<file path="config.mk">
export PLATFORM = sky130hd
export DESIGN_NAME = acc_mul_sequencer_flat
export DESIGN_NICKNAME = d
export VERILOG_FILES = /design/src/rtl/acc_mul_sequencer_if.sv /design/src/rtl/acc_mul_sequencer.sv /design/src/flat_wrapper.sv
export SDC_FILE = /design/constraint.sdc
export NUM_CORES = 1
export LEC_CHECK = 0
export ABC_CLOCK_PERIOD_IN_PS = 5600
export BUFFER_PORTS_ARGS = -buffer_cell sky130_fd_sc_hd__buf_2
export CORE_MARGIN = 3
export CORE_UTILIZATION = 30
export CTS_CLUSTER_SIZE = 12
export DETAILED_ROUTE_END_ITERATION = 7
export PLACE_DENSITY_LB_ADDON = 0.15
export SLEW_MARGIN = 0
export SYNTH_ARGS = -nofsm -noshare
export SYNTH_HDL_FRONTEND = slang
export SYNTH_SLANG_ARGS = --single-unit
</file>
<file path="constraint.sdc">
create_clock -name CLK -period 5.6 [get_ports CLK]
set_clock_uncertainty 0.05 [all_clocks]
set_input_delay 0.28 -clock CLK [delete_from_list [all_inputs] [get_ports CLK]]
set_output_delay 0.28 -clock CLK [all_outputs]
set_load 0.01 [all_outputs]
</file>
<file path="src/rtl/acc_mul_sequencer_if.sv">
// rtl/acc_mul_sequencer_if.sv - request, accumulator-control and result bundle for acc_mul_sequencer
interface acc_mul_sequencer_if #(
    parameter int WIDTH = 8,
    parameter int CNT_W = 4
);
    logic             Start;
    logic             LoadReq;
    logic [WIDTH-1:0] Operand;
    logic [CNT_W-1:0] Count;
    logic [WIDTH-1:0] Accum;
    logic [WIDTH-1:0] AccA;
    logic             Add;
    logic             Load;
    logic             Clrn;
    logic             Busy;
    logic             Done;
    logic [WIDTH-1:0] Result;
    logic             Overflow;

    modport master (
        output Start, LoadReq, Operand, Count, Accum,
        input  AccA, Add, Load, Clrn, Busy, Done, Result, Overflow
    );

    modport slave (
        input  Start, LoadReq, Operand, Count, Accum,
        output AccA, Add, Load, Clrn, Busy, Done, Result, Overflow
    );
endinterface

</file>
<file path="src/rtl/acc_mul_sequencer.sv">
// rtl/acc_mul_sequencer.sv - multiply by repeated addition on an external accumulator
// Optional sticky carry flag enabled by defining ACC_SEQ_OVERFLOW_EN.
module acc_mul_sequencer #(
    parameter int WIDTH = 8,
    parameter int CNT_W = 4
) (
    input logic              CLK,
    input logic              RST,
    acc_mul_sequencer_if.slave bus
);
    typedef enum logic [1:0] {IDLE, CLEAR, ADD, DONE} state_t;

    state_t           state, state_n;
    logic [WIDTH-1:0] op_r;
    logic [CNT_W-1:0] cnt_r;
    logic [WIDTH-1:0] result_r;

    logic             add_c, load_c, clrn_c, busy_c, done_c;
    logic [WIDTH-1:0] acca_c;

`ifdef ACC_SEQ_OVERFLOW_EN
    logic             ovf_r;
    logic [WIDTH:0]   sum;
    assign sum = {1'b0, bus.Accum} + {1'b0, op_r};
`else
    logic [WIDTH-1:0] sum;
    assign sum = bus.Accum + op_r;
`endif

    always_ff @(posedge CLK) begin
        if (RST) begin
            state    <= IDLE;
            op_r     <= '0;
            cnt_r    <= '0;
            result_r <= '0;
`ifdef ACC_SEQ_OVERFLOW_EN
            ovf_r    <= 1'b0;
`endif
        end else begin
            state <= state_n;
            case (state)
                IDLE: begin
                    if (bus.Start) begin
                        op_r  <= bus.Operand;
                        cnt_r <= bus.Count;
`ifdef ACC_SEQ_OVERFLOW_EN
                        ovf_r <= 1'b0;
`endif
                    end
                end
                CLEAR: begin
                    if (cnt_r == '0)
                        result_r <= '0;
                end
                ADD: begin
                    cnt_r <= cnt_r - CNT_W'(1);
                    // Accum already holds (n-1)*op here, so this sum is the final product.
                    if (cnt_r == CNT_W'(1))
                        result_r <= sum[WIDTH-1:0];
`ifdef ACC_SEQ_OVERFLOW_EN
                    if (sum[WIDTH])
                        ovf_r <= 1'b1;
`endif
                end
                default: ;
            endcase
        end
    end

    always_comb begin
        state_n = state;
        add_c   = 1'b0;
        load_c  = 1'b0;
        clrn_c  = 1'b1;
        busy_c  = 1'b0;
        done_c  = 1'b0;
        acca_c  = bus.Accum;
        case (state)
            IDLE: begin
                if (bus.Start) begin
                    state_n = CLEAR;
                end else if (bus.LoadReq) begin
                    load_c = 1'b1;
                    acca_c = bus.Operand;
                end
            end
            CLEAR: begin
                clrn_c  = 1'b0;
                busy_c  = 1'b1;
                state_n = (cnt_r == '0) ? DONE : ADD;
            end
            ADD: begin
                add_c   = 1'b1;
                busy_c  = 1'b1;
                acca_c  = op_r;
                state_n = (cnt_r == CNT_W'(1)) ? DONE : ADD;
            end
            DONE: begin
                done_c  = 1'b1;
                state_n = IDLE;
            end
            default: state_n = IDLE;
        endcase
    end

    assign bus.Add    = add_c;
    assign bus.Load   = load_c;
    assign bus.Clrn   = clrn_c;
    assign bus.Busy   = busy_c;
    assign bus.Done   = done_c;
    assign bus.AccA   = acca_c;
    assign bus.Result = result_r;
`ifdef ACC_SEQ_OVERFLOW_EN
    assign bus.Overflow = ovf_r;
`else
    assign bus.Overflow = 1'b0;
`endif
endmodule

</file>
<file path="src/flat_wrapper.sv">
// flat-port wrapper written by rule: the top's interface ports become plain ports
module acc_mul_sequencer_flat 
#(
    parameter int WIDTH = 8,
    parameter int CNT_W = 4
)
  (CLK, RST, bus_Start, bus_LoadReq, bus_Operand, bus_Count, bus_Accum, bus_AccA, bus_Add, bus_Load, bus_Clrn, bus_Busy, bus_Done, bus_Result, bus_Overflow);
  acc_mul_sequencer_if #(.WIDTH(WIDTH), .CNT_W(CNT_W)) bus_i ();
  input logic CLK;
  input logic RST;
  input wire logic [$bits(bus_i.Start)-1:0] bus_Start;
  input wire logic [$bits(bus_i.LoadReq)-1:0] bus_LoadReq;
  input wire logic [$bits(bus_i.Operand)-1:0] bus_Operand;
  input wire logic [$bits(bus_i.Count)-1:0] bus_Count;
  input wire logic [$bits(bus_i.Accum)-1:0] bus_Accum;
  output wire logic [$bits(bus_i.AccA)-1:0] bus_AccA;
  output wire logic [$bits(bus_i.Add)-1:0] bus_Add;
  output wire logic [$bits(bus_i.Load)-1:0] bus_Load;
  output wire logic [$bits(bus_i.Clrn)-1:0] bus_Clrn;
  output wire logic [$bits(bus_i.Busy)-1:0] bus_Busy;
  output wire logic [$bits(bus_i.Done)-1:0] bus_Done;
  output wire logic [$bits(bus_i.Result)-1:0] bus_Result;
  output wire logic [$bits(bus_i.Overflow)-1:0] bus_Overflow;
  assign bus_i.Start = bus_Start;
  assign bus_i.LoadReq = bus_LoadReq;
  assign bus_i.Operand = bus_Operand;
  assign bus_i.Count = bus_Count;
  assign bus_i.Accum = bus_Accum;
  assign bus_AccA = bus_i.AccA;
  assign bus_Add = bus_i.Add;
  assign bus_Load = bus_i.Load;
  assign bus_Clrn = bus_i.Clrn;
  assign bus_Busy = bus_i.Busy;
  assign bus_Done = bus_i.Done;
  assign bus_Result = bus_i.Result;
  assign bus_Overflow = bus_i.Overflow;
  acc_mul_sequencer #(.WIDTH(WIDTH), .CNT_W(CNT_W)) u_core (.CLK(CLK), .RST(RST), .bus(bus_i));
endmodule
</file>
==> results by group, run 1 <==
Run status
  • Outcome: finished clean

Synthesis
  • Synthesized cell area: 0.00158 mm^2
  • Simple-gate portion of the synthesized area: 20.6%
  • Compound-gate portion of the synthesized area: 28.1%
  • Cell variety after synth: 44
  • Mean area per synthesized cell: 8.04 um^2
  • Post-Syn Nets: around 240
  • Xor/xnor share of the synthesized area: under 10%
  • Post-synthesis mux area share: around 3.8%
  • Sequential fraction of the synthesis area: 27.9%
  • Largest family of logic cells by synthesized area: compound AO/OA/AOI/OAI gates
  • Async set-or-reset flop fraction in the synthesized netlist: 0%
  • Post-synthesis cell count: 196
  • Adder-Cell Fraction of Synth Area: 13.2%
  • Post-synthesis register bit count: 22
  • Post-synth EDFFs: 0
  • Yosys warning count: 0
  • Post-synth top flop: dfxtp_1

Global routing
  • Vias in the first global route: 1453
  • Largest net degree at the start of global routing: 24
  • Gr usage total: 14.1%
  • GRT overflow: 0
  • First-pass GRT wire length: 7080 um
  • Initial antenna violation count: 0

Die
  • I/O Pins: 46
  • Chip width: 78.5 um
  • Num rows: 25
  • Die height: approximately 78 um
  • Core Box Area: just under 0.005 mm^2
  • Initial Utilization: about a third
  • Die area: 0.00616 mm^2

Clock network
  • TritonCTS clock tree: done
  • Worst-Skew Late Latency: 260 ps
  • Clock Sinks: 22
  • Postcts setup bufs: 0
  • Htree depth: 1
  • Clock buffer count from CTS: 3
  • CTS max path bufs: 2
  • Worst-path clk slew: about 80 ps
  • Clock Root Buffer: clkbuf_8
  • Post-cts sizing count: 0
  • Hold Buf Count CTS: 0

Timing
  • Min setup slack post-route: 3060 ps
  • Setup TNS: 0 ps
  • Max Fclk: 394 MHz
  • WHS: around 220 ps
  • Final worst path period share: 45.3%
  • Final-report hold violation count: 0
  • Fin. max-slew vios: 0
  • Worst-Margin Slew: 769 ps
  • Slew headroom: about 50%
  • RSZ-0062 raised after global routing: false
  • Fin crit period: 2540 ps
  • Final setup fails: 0

Power
  • VDD IR-drop max: 0.143 mV
  • Clk pwr share: 14.1%
  • Seq pwr share: 30.2%
  • Total internal power: 0.390 mW
  • Leakage power: 0.875 nW
  • Power Density: 377 mW/mm^2
  • Combinational share of power: 55.8%
  • Switching Fraction: 44.8%
  • Switch Pwr: 0.316 mW

Layout
  • Final net count: 276
  • Antenna diodes: 0
  • Most frequent cells in the layout: 44 x buf_2, 22 x dfxtp_1, 19 x nand2_1, 18 x a21oi_1, 15 x ha_1
  • Synthesis-to-finish area growth: 19.0%
  • Most common cell after layout, fill and taps aside: buf_2
  • Share of cells above drive strength 1: 21.4%

Routing
  • 1st-iter DRT viols: 74
  • Post-route DRC violation count: 0
  • Routed wire per std cell: around 14 um
  • Total routed wirelength: 4100 um
  • Final antenna-violating net count: 0
  • Via/cell ratio: 5.04
  • Detailed Routing Iterations Pass 1: 7
  • Routed via count: 1517

Worst hold path
  • Worst min path class: input port to register
  • Hold-critical path depth: 3
  • Hold_sp: bus_Operand[7]

Worst setup path
  • Critical Path Source: u_core.state[1]$_SDFFE_PP0P_
  • Worst-path fanout max: 15
  • Worst EP required: 5270 ps
  • Critical path capture point type: output pin
  • Worst R2R Start: u_core.state[0]$_SDFFE_PP0P_
  • Arr. time, crit path: 2210 ps
  • Critical path class: register to output pin
  • Reg2reg path depth: 6
  • Startpoint types: register

Flow run
  • Max-Cap Viols: 0

Placement
  • Final GP Congestion: approximately 0.77
  • Placement Setup Slack: 3240 ps
  • Post-DP HPWL: 3140 um
  • PortBufs: 44
[cell usage after synthesis, types with 2 or more instances]
| cell | instances | share of area, % |
|---|---|---|
| dfxtp_1 | 22 | 28 |
| nand2_1 | 19 | 4.5 |
| a21oi_1 | 18 | 5.7 |
| ha_1 | 15 | 12 |
| nand3_1 | 14 | 4.4 |
| nor2_1 | 13 | 3.1 |
| o21ai_0 | 13 | 4.1 |
| inv_1 | 9 | 2.1 |
| a22oi_1 | 7 | 3.3 |
| mux2i_1 | 6 | 3.8 |
| a211oi_1 | 5 | 2.4 |
| a21o_1 | 5 | 2.4 |
| clkbuf_1 | 5 | 1.2 |
| a22o_1 | 3 | 1.7 |
| nand2b_1 | 3 | 1.2 |
| nor2b_1 | 3 | 1.2 |
| nor3_1 | 3 | 0.95 |
| o211ai_1 | 3 | 1.4 |
| a2111o_1 | 2 | 1.4 |
| o21bai_1 | 2 | 0.95 |
| or3_1 | 2 | 0.79 |
| xor2_1 | 2 | 1.1 |
[stage by stage]
step	util (%)	total power [mW]	cell area (um^2)	cells
finish	38.2	0.706	1880	301
global route	38.2	0.780	1880	301
CTS	38.2	0.715	1880	301
detailed placement	37.4	0.610	1830	298
global placement	37.4	0.612	1830	298
floorplan	-	0.507	1580	196
[power groups by stage]
stage | clock network [mW] | logic [mW] | registers, mW
after floorplan | 0 | 0.296 | 0.211
after global placement | 0 | 0.395 | 0.217
after detailed placement | 0 | 0.393 | 0.217
after CTS | 0.106 | 0.397 | 0.213
after global routing | 0.109 | 0.451 | 0.220
final | 0.0994 | 0.394 | 0.213
[kinds of logic after synthesis]
family / count (synthesis)
AOI/OAI and AO/OA: 66
xor gates and xnor gates: 2
adders and majority gates: 16
buffers and inverters: 18
DFF: 22
muxes: 6
other: 1
and+or+nand+nor: 65
[sequential cells by signal, summed over array words and instances, names as in the netlist]
signal / count
u_core.state: 2
u_core.cnt_r: 4
u_core.op_r: 8
u_core.bus.Result: 8
[per-layer routing]
layer | vias to the layer above | wire length (um) | track usage [%]
met1 | 685 | 2080 | 20.1
li1 | 795 | - | -
met4 | 0 | 52 | 2.97
met3 | 4 | 210 | 3.67
met5 | - | 0 | 0
met2 | 33 | 1760 | 21.4
[final cells by class]
class | instances | area [um^2]
Clock buffer | 3 | 41.3
Inverter | 9 | 33.8
Timing Repair Buffer | 44 | 220
Sequential cell | 22 | 440
Fill cell | 529 | 3040
Multi-Input combinational cell | 156 | 1060
Tap cell | 67 | 83.8
[worst max-delay path, cell delays in order (launching register included)]
cell     delay, ps
dfxtp_1        350
inv_1          110
ha_1           520
inv_1          220
nor2_1         320
nor2_1         120
a21o_1         190
buf_2          130
[worst paths after layout]
kind	to	slack [ps]
setup reg to reg	u_core.cnt_r[0]$_SDFFE_PP0P_	3190
hold reg to reg	u_core.bus.Result[0]$_SDFFE_PP0P_	400
hold / removal	u_core.op_r[7]$_SDFFE_PP0P_	220
setup / recovery	bus_AccA[6]	3060
No activity file was read; power rests on OpenSTA's default activity.
==> run 2, diff against run 1 <==
ABC_AREA = 1   (was not set)
ABC_CLOCK_PERIOD_IN_PS = 2150   (was 5600)
clock period = 2.15 ns   (was 5.6 ns; I/O delays follow)
==> run 2 against run 1 <==
Effect of this change: final area grew 1.7%; critical endpoint is now bus_AccA[0]; utilization increased by 1.1 points; critical path type unchanged; sequential power grew to 2.8 times the previous value; die area is 1.7% lower; critical path depth did not move; worst setup slack worse by 2900 ps; global-route usage shrank 0.35 points; non-clock buffer count up 3; clock-buffer cell count is 1 higher; first-iteration DRC count rose by 9.5%; cell count is 14% higher.
==> results by group, run 2 <==
Routing
  • 1st-iter DRT viols: 81 (+9.5%)
  • Routed wire per std cell: 11.7 um (-14%)
  • Routed via count: 1552 (+2.3%)
  • Via/cell ratio: 4.51 (-10%)
  • Total routed wirelength: 4020 um (-1.8%)
  • Detailed Routing Iterations Pass 1: 4 (-3)
  • Post-route DRC violation count: 0 (unchanged)
  • Final antenna-violating net count: 0 (unchanged)

Placement
  • Post-DP HPWL: 3240 um (+3.1%)
  • Placed Area: 0.00185 mm^2 (+0.82%)
  • Final GP Congestion: 0.801 (+4.0%)
  • PortBufs: 44 (unchanged)
  • Placement Setup Slack: 386 ps (-2860 ps)
  • # placed instances: 340 (+14%)

Clock network
  • Worst-path clk slew: 80 ps (about the same)
  • Post-cts sizing count: 0 (unchanged)
  • Clock Root Buffer: clkbuf_8
  • CTS max path bufs: 2 (unchanged)
  • Clock buffer count from CTS: 3 (unchanged)
  • TritonCTS clock tree: done
  • Worst-Skew Late Latency: 260 ps (about the same)
  • Clock Sinks: 22 (unchanged)
  • Postcts setup bufs: 0 (unchanged)
  • Hold Buf Count CTS: 0 (unchanged)
  • Htree depth: 1 (unchanged)

Global routing
  • Vias in the first global route: 1449 (-0.28%)
  • Gr usage total: 13.8% (-0.35 points)
  • Largest net degree at the start of global routing: 14 (-42%)
  • Initial antenna violation count: 0 (unchanged)
  • First-pass GRT wire length: 6770 um (-4.4%)
  • GRT overflow: 0 (unchanged)

Synthesis
  • Post-synthesis register bit count: 22 (unchanged)
  • Synthesized cell area: 0.00155 mm^2 (-1.8%)
  • Mean area per synthesized cell: 6.70 um^2 (-17%)
  • Yosys warning count: 0 (unchanged)
  • Synth area leaders: dfxtp_1 28%, ha_1 12%, nand2_1 11%
  • Async set-or-reset flop fraction in the synthesized netlist: 0% (unchanged)
  • Synth top cells by count: 47 x nand2_1, 36 x nor2_1, 30 x o21ai_0
  • Most frequent cell after synthesis: nand2_1
  • Area leader, netlist: dfxtp_1
  • Area share of the largest cell type after synthesis: 28.5% (+0.52 points)
  • Post-Syn Nets: 271 (+15%)
  • Post-synth top flop: dfxtp_1
  • Sequential fraction of the synthesis area: 28.5% (+0.52 points)
  • Cell variety after synth: 27 (-39%)
  • Post-synthesis cell count: 231 (+18%)
  • Post-synth EDFFs: 0 (unchanged)

Layout
  • Multi-input gate area: 987 um^2 (-6.5%)
  • Antenna diodes: 0 (unchanged)
  • Most frequent cells in the layout: 47 x nand2_1, 44 x buf_2, 36 x nor2_1, 30 x o21ai_0, 23 x inv_1
  • Synthesis-to-finish area growth: 23.2%
  • Share of cells above drive strength 1: 20.9% (-0.43 points)
  • Fin area: 0.00191 mm^2 (+1.7%)
  • FF+latch area: 440 um^2 (unchanged)
  • Most common cell after layout, fill and taps aside: nand2_1
  • Fill cell count: 532 (+0.57%)
  • Non-filler cells, final: 344 (+14%)
  • Final net count: 318 (+15%)

Worst setup path
  • Critical path class: register to output pin
  • Critical path capture point type: output pin
  • CP top delay family: buffers and inverters
  • Crit path buf inv count: 3 (unchanged)
  • Startpoint types: register
  • Worst EP required: 1990 ps (-3280 ps)
  • Critical path's largest stage delay: 360 ps (-160 ps)
  • Crit-path cells: inv_1 -> ha_1 -> nor2_1 -> buf_4 -> a22oi_1 -> o21ai_0 -> buf_2
  • Worst-path fanout max: 9 (-6)
  • Arr. time, crit path: 1800 ps (-410 ps)
  • Max stage delay cell, worst path: ha_1

Timing
  • Final worst path period share: 91.0%
  • Fin crit period: 1960 ps
  • Setup TNS: 0 ps (unchanged)
  • Max Fclk: just over 500 MHz
  • Final setup fails: 0 (unchanged)
  • Min setup slack post-route: 194 ps (-2870 ps)
  • Final-report hold violation count: 0 (unchanged)
  • Fin. max-slew vios: 0 (unchanged)
  • RSZ-0062 raised after global routing: false

Die
  • Die area: 0.00606 mm^2 (-1.7%)
  • Num rows: 25 (unchanged)
  • Core Box Area: 0.00485 mm^2 (-1.3%)
  • Die height: 77.8 um (-0.85%)
  • Chip width: 77.8 um (-0.85%)
  • I/O Pins: 46 (unchanged)
  • Initial Utilization: 31.9% (-0.18 points)

Power
  • Power Density: 1230 mW/mm^2 (+230%)
  • VDD IR-drop max: 0.807 mV (+460%)
  • Leakage power: 0.953 nW (+9.0%)

Run status
  • Outcome: finished clean

Worst hold path
  • Worst min path class: input port to register

Flow run
  • Max-Cap Viols: 0 (unchanged)
-- run 2: area by class of cell --
type                       instances  share of cell area, %
clock buffer                       4                   2.89
tap                               67                   4.40
multi-input combinational        178                   51.8
inverter                          26                   5.12
sequential                        22                   23.1
timing repair buffer              47                   12.7
-- run 2: worst min-delay path: stages --
cell and delay [ps]:
buf_2 80, o21ai_0 70, nor2_1 70
-- run 2: cells by family (layout without fill, tap and decap cells) --
logic type,after synthesis,count (layout),share of synthesized area (%)
AOI/OAI and AO/OA,57,57,21.3
xor gates and xnor gates,3,3,1.70
adders and majority gates,16,16,13.4
buffers and inverters,31,77,7.92
DFF,22,22,28.5
other,1,1,0.242
and+or+nand+nor,101,101,26.9
-- run 2: final timing paths --
check | slack, ps | depth (start not counted) | endpoint | from
setup / recovery | 190 | 7 | bus_AccA[0] | u_core.state[0]$_SDFFE_PP0P_
hold / removal | 60 | 3 | u_core.op_r[2]$_SDFFE_PP0P_ | bus_Operand[2]
setup reg to reg | 370 | 7 | u_core.bus.Result[6]$_SDFFE_PP0P_ | u_core.state[0]$_SDFFE_PP0P_
hold reg to reg | 420 | 2 | u_core.bus.Result[3]$_SDFFE_PP0P_ | u_core.bus.Result[3]$_SDFFE_PP0P_
-- run 2: power breakdown --
part           internal [mW]  switching, mW
Clock                  0.163          0.139
Sequential             0.509         0.0832
Combinational          0.569          0.890
-- run 2: routing by layer --
layer	vias to the layer above	global-route usage [%]	wire length, um
li1	852	-	-
met1	669	17.9	1980
met2	29	23.8	1870
met3	2	2.78	145
met4	0	2.14	23
met5	-	0	0
-- run 2: metrics by stage --
step	power (mW)	util [%]	hold slack [ps]
after floorplan	1.60	-	136
after global placement	2.07	38.1	327
after detailed placement	2.06	38.1	333
after CTS	2.37	39.3	52.5
after global routing	2.64	39.3	56.2
final	2.35	39.3	56.5
==> run 3, diff against run 2 <==
ABC_CLOCK_PERIOD_IN_PS = 1750   (was 2150)
clock period = 1.75 ns   (was 2.15 ns; I/O delays follow)
==> run 3 against run 2 <==
Effect of this change: critical path depth decreased by 1; worst setup slack got worse by 78 ps; sequential cell count unchanged; power increased by 28%; global-route usage increased by 0.076 points; utilization increased by 1.5 points; highest routed layer unchanged; critical endpoint is now bus_AccA[1]; final area increased by 3.9%; clock power increased by 6%; register-to-register slack got worse by 200 ps.
==> results by group, run 3 (synthesis results as in run 2) <==
Worst setup path
  • R2R Path End: u_core.bus.Result[6]$_SDFFE_PP0P_
  • Arr. time, crit path: 1500 ps (-300 ps)
  • Critical Path Source: u_core.state[0]$_SDFFE_PP0P_
  • CP Capture Point: bus_AccA[1]
  • Flop2flop setup slack: 170 ps (-200 ps)
  • Startpoint types: register
  • Worst R2R Start: u_core.op_r[0]$_SDFFE_PP0P_
  • Worst-path fanout max: 7 (-2)
  • Critical path class: register to output pin
  • Worst EP required: 1610 ps (-380 ps)
  • Critical path capture point type: output pin
  • Reg2reg path depth: 9 (+2)

Flow run
  • Max-Cap Viols: 0 (unchanged)

Clock network
  • TritonCTS clock tree: done
  • Worst-Skew Late Latency: 260 ps (about the same)
  • Clock Sinks: 22 (unchanged)
  • Worst-path clk slew: 80 ps (about the same)
  • Htree depth: 1 (unchanged)
  • Hold Buf Count CTS: 0 (unchanged)
  • CTS max path bufs: 2 (unchanged)
  • Clock buffer count from CTS: 3 (unchanged)
  • Clock Root Buffer: clkbuf_8

Global routing
  • First-pass GRT wire length: 6970 um (+3.0%)
  • Initial antenna violation count: 0 (unchanged)
  • Gr usage total: 13.9% (+0.076 points)
  • GRT overflow: 0 (unchanged)
  • Vias in the first global route: 1479 (+2.1%)
  • Largest net degree at the start of global routing: 13 (-1)

Routing
  • Post-route DRC violation count: 0 (unchanged)
  • Routed wire per std cell: 11.8 um (+1.1%)
  • Final antenna-violating net count: 0 (unchanged)
  • Routed via count: 1578 (+1.7%)
  • 1st-iter DRT viols: 77 (-4.9%)
  • Total routed wirelength: 4140 um (+2.9%)
  • Via/cell ratio: 4.51 (about the same)
  • Detailed Routing Iterations Pass 1: 4 (unchanged)

Die
  • Initial Utilization: 31.9% (unchanged)
  • I/O Pins: 46 (unchanged)
  • Die area: 0.00606 mm^2 (unchanged)
  • Num rows: 25 (unchanged)
  • Die height: 77.8 um (unchanged)
  • Chip width: 77.8 um (unchanged)
  • Core Box Area: 0.00485 mm^2 (unchanged)

Timing
  • Fin crit period: roughly 1600 ps
  • Final worst path period share: 93.4%
  • Fin. max-slew vios: 0 (unchanged)
  • Final-report hold violation count: 0 (unchanged)
  • WHS: 28.7 ps (-27.9 ps)
  • Max Fclk: 612 MHz
  • Final setup fails: 0 (unchanged)

Power
  • Leakage power: 0.978 nW (+2.6%)
  • Power, Total: 3.01 mW (+28%)
  • VDD IR-drop max: 0.937 mV (+16%)
  • Power Density: 1520 mW/mm^2 (+23%)

Layout
  • Most common cell after layout, fill and taps aside: nand2_1
  • Antenna diodes: 0 (unchanged)
  • Synthesis-to-finish area growth: 28.0%
  • Final net count: 325 (+2.2%)
  • Most frequent cells in the layout: 46 x nand2_1, 44 x buf_2, 36 x nor2_1, 27 x o21ai_0
  • Final core utilization: 40.9% (+1.5 points)
  • Share of cells above drive strength 1: 25.4% (+4.5 points)

Run status
  • Outcome: finished clean

Placement
  • Final GP Congestion: 0.843 (+5.2%)
  • Post-DP HPWL: 3260 um (+0.52%)
  • PortBufs: 44 (unchanged)

Worst hold path
  • Worst min path class: input port to register
-- run 3: cell types whose count changed in the layout (fill, tap and decap cells not counted), sizes merged --
cell | before | now
buf | 47 | 54
clkbuf | 4 | 3
-- run 3: final cells by class --
type	instances	area [um^2]
fill	537	2870
clock buffer	3	41.3
inverter	26	97.6
timing repair buffer	54	295
sequential	22	442
tap	67	83.8
multi-input combinational	178	1020
-- run 3: where the power goes --
| part | total [mW] | switching (mW) | internal [mW] |
|---|---|---|---|
| combinational | 1.96 | 1.15 | 0.809 |
| clock | 0.320 | 0.166 | 0.154 |
| sequential | 0.737 | 0.109 | 0.628 |
| total | 3.01 | 1.42 | 1.59 |
-- run 3: layer usage --
metal	GRT usage (%)	share of wire, %	up-vias
li1	-	-	864
met3	2.44	4.4	2
met5	0	0	-
met1	19.6	49	668
met2	22.3	46	44
met4	2.14	0.56	0
-- run 3: through the flow --
| stage | worst slack [ps] | cell area (um^2) | instances | TNS (ps) |
|---|---|---|---|---|
| after floorplan | 232 | 1550 | 231 | 0 |
| after CTS | 17.8 | 1940 | 348 | 0 |
| after detailed placement | 119 | 1890 | 345 | 0 |
| final | 116 | 1980 | 350 | 0 |
| after global routing | -16.5 | 1980 | 350 | -16.5 |
| after global placement | 162 | 1890 | 345 | 0 |
-- run 3: repair_timing --
item                       4_1_cts  5_1_grt
gates cloned                     0        0
gates resized for setup          6        8
setup endpoints to repair        8        9
pin swaps                        0        2
buffers inserted                 0        2
-- run 3: worst min-delay path by stage --
stage	from	endpoint	slack (ps)	cells past startpoint
after floorplan	RST	u_core.cnt_r[1]$_SDFFE_PP0P_	120	1
after global placement	bus_Operand[3]	u_core.op_r[3]$_SDFFE_PP0P_	300	3
after detailed placement	bus_Operand[1]	u_core.op_r[1]$_SDFFE_PP0P_	300	3
after CTS	bus_Operand[1]	u_core.op_r[1]$_SDFFE_PP0P_	20	3
after global routing	bus_Count[0]	u_core.cnt_r[0]$_SDFFE_PP0P_	50	3
final	bus_Operand[1]	u_core.op_r[1]$_SDFFE_PP0P_	30	3
-- run 3: worst max-delay path, cell delays in order, from the launching register on --
cell and delay, ps:
dfxtp_1 380, inv_2 90, ha_4 170, buf_4 150, a22oi_1 170, o21ai_0 120
buf_2 150
